## src/rtl/adder_pkg.sv

```systemverilog
// Configuration helpers shared by pipelined_adder and adder_slice: parameter
// legality, slice width and signed saturation limits.
package adder_pkg;

    localparam int MAX_WIDTH = 1024;

    function automatic bit cfg_ok(input int width, input int stages);
        return (stages >= 1) && (stages <= width) && (width <= MAX_WIDTH)
            && ((width % stages) == 0);
    endfunction

    function automatic int slice_w(input int width, input int stages);
        return width / stages;
    endfunction

    // Most positive two's-complement value of the given width: 0111..1
    function automatic logic [MAX_WIDTH-1:0] sat_pos(input int width);
        logic [MAX_WIDTH-1:0] v;
        v = '0;
        for (int i = 0; i < MAX_WIDTH; i++) begin
            if (i < width - 1) v[i] = 1'b1;
        end
        return v;
    endfunction

    // Most negative two's-complement value of the given width: 1000..0
    function automatic logic [MAX_WIDTH-1:0] sat_neg(input int width);
        logic [MAX_WIDTH-1:0] v;
        v = '0;
        v[width-1] = 1'b1;
        return v;
    endfunction

endpackage

```

## src/rtl/adder_slice.sv

```systemverilog
// Combinational W-bit ripple-carry slice; one instance per pipeline stage.
module adder_slice
    import adder_pkg::*;
#(
    parameter int W = 8
) (
    input  logic [W-1:0] a,
    input  logic [W-1:0] b,
    input  logic         ci,
    output logic [W-1:0] s,
    output logic         co
);

    logic [W:0] c;

    always_comb begin
        // NOTE: every output of a combinational block gets a default first, so no
        // path can leave it unassigned and infer a latch.
        s    = '0;
        c    = '0;
        c[0] = ci;
        for (int i = 0; i < W; i++) begin
            s[i]   = a[i] ^ b[i] ^ c[i];
            c[i+1] = (a[i] & b[i]) | (c[i] & (a[i] ^ b[i]));
        end
    end

    assign co = c[W];

endmodule

```

## src/rtl/pipelined_adder.sv

```systemverilog
// Skewed, elastic add/subtract pipeline: stage k adds slice k of the operands.
// Optional build macro ADDER_SATURATE_EN clamps overflowing results.
module pipelined_adder
    import adder_pkg::*;
#(
    parameter int WIDTH  = 32,
    parameter int STAGES = 4
) (
    input  logic             clk,
    input  logic             rst,
    input  logic             in_valid,
    output logic             in_ready,
    input  logic [WIDTH-1:0] in1,
    input  logic [WIDTH-1:0] in2,
    input  logic             c_in,
    input  logic             sub,
    output logic             out_valid,
    input  logic             out_ready,
    output logic [WIDTH-1:0] out,
    output logic             c_out,
    output logic             ovf
);

    localparam int SW  = slice_w(WIDTH, STAGES);
    localparam int MSB = WIDTH - 1;

    if (!cfg_ok(WIDTH, STAGES)) begin : g_cfg_err
        $error("pipelined_adder: need 1 <= STAGES <= WIDTH and WIDTH a multiple of STAGES");
    end

    logic [STAGES-1:0] valid_q;
    logic [STAGES-1:0] valid_in;
    logic [STAGES-1:0] load;
    logic [STAGES-1:0] ci_in;
    logic [STAGES-1:0] slice_co;

    logic [WIDTH-1:0]  a_in    [STAGES];
    logic [WIDTH-1:0]  b_in    [STAGES];
    logic [WIDTH-1:0]  s_in    [STAGES];
    logic [WIDTH-1:0]  sum_d   [STAGES];
    logic [SW-1:0]     slice_s [STAGES];

    logic [WIDTH-1:0]  opa_q   [STAGES];
    logic [WIDTH-1:0]  opb_q   [STAGES];
    logic [WIDTH-1:0]  sum_q   [STAGES];
    logic              carry_q [STAGES];

    logic [WIDTH-1:0]  out_q;
    logic              c_out_q;
    logic              ovf_q;
    logic [WIDTH-1:0]  res_d;
    logic              ovf_d;

    // A stage may load when it is empty or its occupant leaves this cycle.
    always_comb begin
        logic ready_chain;
        ready_chain = out_ready;
        load        = '0;
        for (int k = STAGES - 1; k >= 0; k--) begin
            load[k]     = !valid_q[k] || ready_chain;
            ready_chain = load[k];
        end
    end

    assign in_ready = load[0];

    for (genvar k = 0; k < STAGES; k++) begin : g_stage
        if (k == 0) begin : g_first
            assign valid_in[k] = in_valid;
            assign a_in[k]     = in1;
            assign b_in[k]     = sub ? ~in2 : in2;
            assign ci_in[k]    = c_in ^ sub;
            assign s_in[k]     = '0;
        end else begin : g_next
            assign valid_in[k] = valid_q[k-1];
            assign a_in[k]     = opa_q[k-1];
            assign b_in[k]     = opb_q[k-1];
            assign ci_in[k]    = carry_q[k-1];
            assign s_in[k]     = sum_q[k-1];
        end

        adder_slice #(.W(SW)) u_slice (
            .a  (a_in[k][k*SW +: SW]),
            .b  (b_in[k][k*SW +: SW]),
            .ci (ci_in[k]),
            .s  (slice_s[k]),
            .co (slice_co[k])
        );

        // Result bits above the slices done so far are still zero.
        assign sum_d[k] = s_in[k] | (WIDTH'(slice_s[k]) << (k * SW));
    end

    assign ovf_d = (a_in[STAGES-1][MSB] == b_in[STAGES-1][MSB])
                && (sum_d[STAGES-1][MSB] != a_in[STAGES-1][MSB]);

`ifdef ADDER_SATURATE_EN
    localparam logic [MAX_WIDTH-1:0] SAT_POS_W = sat_pos(WIDTH);
    localparam logic [MAX_WIDTH-1:0] SAT_NEG_W = sat_neg(WIDTH);
    localparam logic [WIDTH-1:0]     SAT_POS   = SAT_POS_W[WIDTH-1:0];
    localparam logic [WIDTH-1:0]     SAT_NEG   = SAT_NEG_W[WIDTH-1:0];

    assign res_d = !ovf_d ? sum_d[STAGES-1]
                 : (a_in[STAGES-1][MSB] ? SAT_NEG : SAT_POS);
`else
    assign res_d = sum_d[STAGES-1];
`endif

    // NOTE: sequential state uses non-blocking assignments only, so every
    // register samples the values from before the clock edge.
    always_ff @(posedge clk) begin
        if (rst) begin
            valid_q <= '0;
            out_q   <= '0;
            c_out_q <= 1'b0;
            ovf_q   <= 1'b0;
        end else begin
            for (int k = 0; k < STAGES; k++) begin
                if (load[k]) valid_q[k] <= valid_in[k];
            end
            if (load[STAGES-1] && valid_in[STAGES-1]) begin
                out_q   <= res_d;
                c_out_q <= slice_co[STAGES-1];
                ovf_q   <= ovf_d;
            end
        end
    end

    // NOTE: intermediate datapath registers carry no reset; their valid bit
    // alone decides whether the contents mean anything.
    always_ff @(posedge clk) begin
        for (int k = 0; k < STAGES - 1; k++) begin
            if (load[k] && valid_in[k]) begin
                opa_q[k]   <= a_in[k];
                opb_q[k]   <= b_in[k];
                carry_q[k] <= slice_co[k];
                sum_q[k]   <= sum_d[k];
            end
        end
    end

    assign out_valid = valid_q[STAGES-1];
    assign out       = out_q;
    assign c_out     = c_out_q;
    assign ovf       = ovf_q;

endmodule

```

## config.mk

```make
export PLATFORM = sky130hd
export DESIGN_NAME = pipelined_adder
export DESIGN_NICKNAME = d
export VERILOG_FILES = /design/src/rtl/adder_pkg.sv /design/src/rtl/adder_slice.sv /design/src/rtl/pipelined_adder.sv
export SDC_FILE = /design/constraint.sdc
export NUM_CORES = 1
export LEC_CHECK = 0
export CAP_MARGIN = 20
export CORE_MARGIN = 4
export CORE_UTILIZATION = 60
export CTS_BUF_LIST = sky130_fd_sc_hd__clkbuf_8
export CTS_CLUSTER_SIZE = 30
export DETAILED_ROUTE_END_ITERATION = 6
export DONT_BUFFER_PORTS = 1
export GPL_TIMING_DRIVEN = 0
export PLACE_DENSITY = 0.83
export SLEW_MARGIN = 40
export SYNTH_ARGS = -nofsm -noshare
export SYNTH_HDL_FRONTEND = slang
export SYNTH_SLANG_ARGS = --single-unit
```

## constraint.sdc

```tcl
create_clock -name clk -period 7.7 [get_ports clk]
set_clock_uncertainty 0.1 [all_clocks]
set_input_delay 1.54 -clock clk [delete_from_list [all_inputs] [get_ports clk]]
set_output_delay 1.54 -clock clk [all_outputs]
set_load 0.05 [all_outputs]
```

==> flow_metrics.env <==
export IMPL_status="completed"
export IMPL_leakage_nw=2.72
export IMPL_hold_class="reg2reg"
export IMPL_syn_area_per_cell_um2=16.2
export IMPL_drc_errors=0
export IMPL_fill_cells=775
export IMPL_wl_per_cell_um=17.6
export IMPL_core_mm2=0.0114
export IMPL_worst_path_max_fanout=10
export IMPL_clockBufferDepth=2
export IMPL_multiInputGateArea_mm2=0.00157
export IMPL_ctsHoldBuffers=0
export IMPL_avgViaCountPerCell=5.34
export IMPL_p_total_w=0.00191
export IMPL_crit_path_end_kind="flop"
export IMPL_gr_total_overflow=0
export IMPL_fin_crit_sh_pct=69.0
export IMPL_io_buffer_count=0
export IMPL_worstReg2RegEnd="ovf"
export IMPL_grt_max_degree=24
export IMPL_p_seq_share_pct=61.6
export IMPL_clk_latency_ns=0.44
export IMPL_drv_slew=0
export IMPL_crit_start="sub"
export IMPL_setup_tns_ns=0
export IMPL_min_period_ns=5.31
export IMPL_r2r_worst_path_cells=14
export IMPL_grt_pass1_wl_um=17200
export IMPL_dp_hpwl_um=8130
export IMPL_pwr_share_clk_pct=32.9
export IMPL_fin_ws_ns=2.39
export IMPL_p_switching_w=0.000407
export IMPL_fmax_ghz=0.188
export IMPL_fin_nets=561
export IMPL_vdd_drop_max_v=0.000170
export IMPL_syn_to_final_growth_pct=10.9
export IMPL_syn_cell_area_mm2=0.00697
export IMPL_switching_share_pct=21.3
export IMPL_hold_viol_final=0
export IMPL_yosysTopAreaCell="edfxtp_1"
export IMPL_cts_buffers=17
export IMPL_max_cap_viol_count=0
export IMPL_die_y_um=116
export IMPL_diodes=0
export IMPL_synth_edf_count=147
export IMPL_power_density_mw_per_mm2=247
export IMPL_tightest_slew_ns=0.618
export IMPL_synth_seq_cells=185
export IMPL_p_int_w=0.00151
export IMPL_antenna_found_initial=0
export IMPL_ys_async_sr_fraction_pct=0
export IMPL_critPathKind="in2reg"
export IMPL_cts_resized=0
export IMPL_seqCellArea_mm2=0.00517
export IMPL_synth_most_common_cell="edfxtp_1"
export IMPL_endpoint="sum_q[0][7]"
export IMPL_cts_tree="built"
export IMPL_fin_util_pct=67.7
export IMPL_num_rows=39
export IMPL_syn_inst=431
export IMPL_dp_slack_ns=1.88
export IMPL_start_util_pct=61.0
export IMPL_synth_cell_types=23
export IMPL_die_w_um=116
export IMPL_comb_power_share_pct=5.5
export IMPL_cp_arrival_ns=5.39
export IMPL_synthTopCellsByArea="edfxtp_1 63%, dfxtp_1 11%, fa_1 9.2%"
export IMPL_yosys_most_used_dff="edfxtp_1"
export IMPL_required_ns=7.78
export IMPL_path_clk_slew_ns=0.08
export IMPL_drt_pass1_iter_count=4
export IMPL_rsz0062_at_grt="false"
export IMPL_drive_above_1_share_pct=9.55
export IMPL_fp_dieArea_mm2=0.0134
export IMPL_cts_htree_levels=4
export IMPL_track_usage_pct=17.5
export IMPL_ant_nets=0
export IMPL_setup_viol=0
export IMPL_cts_root_buffer="clkbuf_8"
export IMPL_drt_total_wl_um=10800
export IMPL_gp_congestion=0.758
export IMPL_max_slew_margin_rel_pct=58.7
export IMPL_yosys_warnings=0
export IMPL_clock_sinks=185
export IMPL_synthTopCellsByCount="147 x edfxtp_1, 43 x inv_1, 38 x dfxtp_1"
export IMPL_postCtsSetupBuffers=0
export IMPL_vias=3280
export IMPL_yosysSeqAreaShare_pct=74.2
export IMPL_drt_iter0_drc=300
export IMPL_startpoint_type="input port"
export IMPL_syn_nets=534
export IMPL_yosys_area_top_type_share_pct=63.3
export IMPL_reg2reg_from="opa_q[0][88]"
export IMPL_reg2reg_slack_ns=3.21
export IMPL_ios=106
export IMPL_grt_pass1_vias=3493
[worst min-delay path by stage]
stage | slack, ns | endpoint | start | depth (start not counted)
floorplan | 0.30 | opa_q[0][48] | opa_q[0][16] | 0
global placement | 0.30 | opa_q[0][49] | opa_q[0][17] | 0
detailed placement | 0.30 | opa_q[0][94] | opa_q[0][62] | 0
CTS | 0.32 | opb_q[0][52] | opb_q[0][20] | 0
global route | 0.33 | sum_q[0][38] | sum_q[0][6] | 0
finish | 0.32 | sum_q[0][32] | sum_q[0][0] | 0
[area by class of cell]
cell class / instances / share of cell area, %
well taps: 143 / 2.31
flip-flops and latches: 185 / 66.9
inverters: 44 / 2.14
clock buffers: 17 / 3.03
multi-input cells: 179 / 20.3
repair buffers: 8 / 2.04
clock inverters: 15 / 2.05
plain buffers: 23 / 1.26
[worst max-delay path, stage by stage]
cell	delay, ns
clkbuf_1	0.26
buf_2	0.34
xnor2_1	0.14
fa_1	0.39
inv_1	0.08
fa_1	0.15
inv_1	0.05
fa_1	0.40
fa_1	0.39
fa_1	0.39
fa_1	0.40
fa_1	0.38
inv_1	0.08
fa_1	0.40
[state kept, by name (all words and copies together) (netlist names)]
signal,cells
ovf,1
out,32
sum_q,48
valid_q,4
c_out,1
opb_q,48
opa_q,48
carry_q,3
[power groups by stage]
stage                     Sequential [W]  Combinational (W)  Clock [W]
after floorplan                  0.00120          0.0000680          0
after global placement           0.00120          0.0000920          0
after detailed placement         0.00120           0.000107          0
after CTS                        0.00118           0.000108   0.000646
after global routing             0.00118           0.000123   0.000694
final                            0.00118           0.000105   0.000628
[cells in the final DEF, fill, tap and decap left out]
cell | synthesis | layout
nand2b_1 | 1 | 1
buf_8 | 0 | 5
o21ai_0 | 31 | 31
nand3_1 | 31 | 31
nor2_1 | 3 | 3
xor2_1 | 27 | 27
clkinvlp_2 | 0 | 1
ha_1 | 1 | 1
fa_1 | 32 | 32
and3b_1 | 1 | 1
inv_1 | 43 | 44
inv_2 | 1 | 1
clkbuf_8 | 0 | 17
buf_16 | 0 | 3
clkinv_4 | 0 | 2
buf_1 | 1 | 1
a31oi_4 | 0 | 1
nor2b_1 | 2 | 1
buf_2 | 6 | 6
nor2b_4 | 0 | 1
edfxtp_1 | 147 | 147
bufinv_16 | 0 | 3
dfxtp_1 | 38 | 38
clkinv_1 | 0 | 5
clkbuf_1 | 15 | 15
a311oi_1 | 3 | 3
a21oi_1 | 37 | 37
or4_1 | 1 | 1
clkinvlp_4 | 0 | 2
a21boi_4 | 0 | 1
buf_4 | 1 | 1
xnor2_1 | 7 | 7
inv_6 | 0 | 1
[routing by layer]
metal	vias to the layer above	part of all wire, %	global-route usage, %
met5	-	0	0
met2	136	50	27.4
met3	10	8.6	6.01
met4	0	1.0	8.58
met1	1574	40	22.0
li1	1560	-	-
[stage by stage]
step,std cells,area [um^2],hold slack [ns]
4_1_cts,614,7730,0.321
3_5_place_dp,582,7340,0.305
6_report,614,7730,0.322
3_3_place_gp,574,7150,0.303
5_1_grt,614,7730,0.332
2_1_floorplan,431,6970,0.300
[logic make-up after synthesis]
family                     after synthesis  synth area share, %
and+or+nand+nor                         39                 2.89
buffers and inverters                   67                 3.77
adders and majority gates               33                 9.37
AOI/OAI and AO/OA                       73                 5.46
xor gates and xnor gates                34                 4.27
DFF                                    185                 74.2
Power figures use the tool's default switching activity.
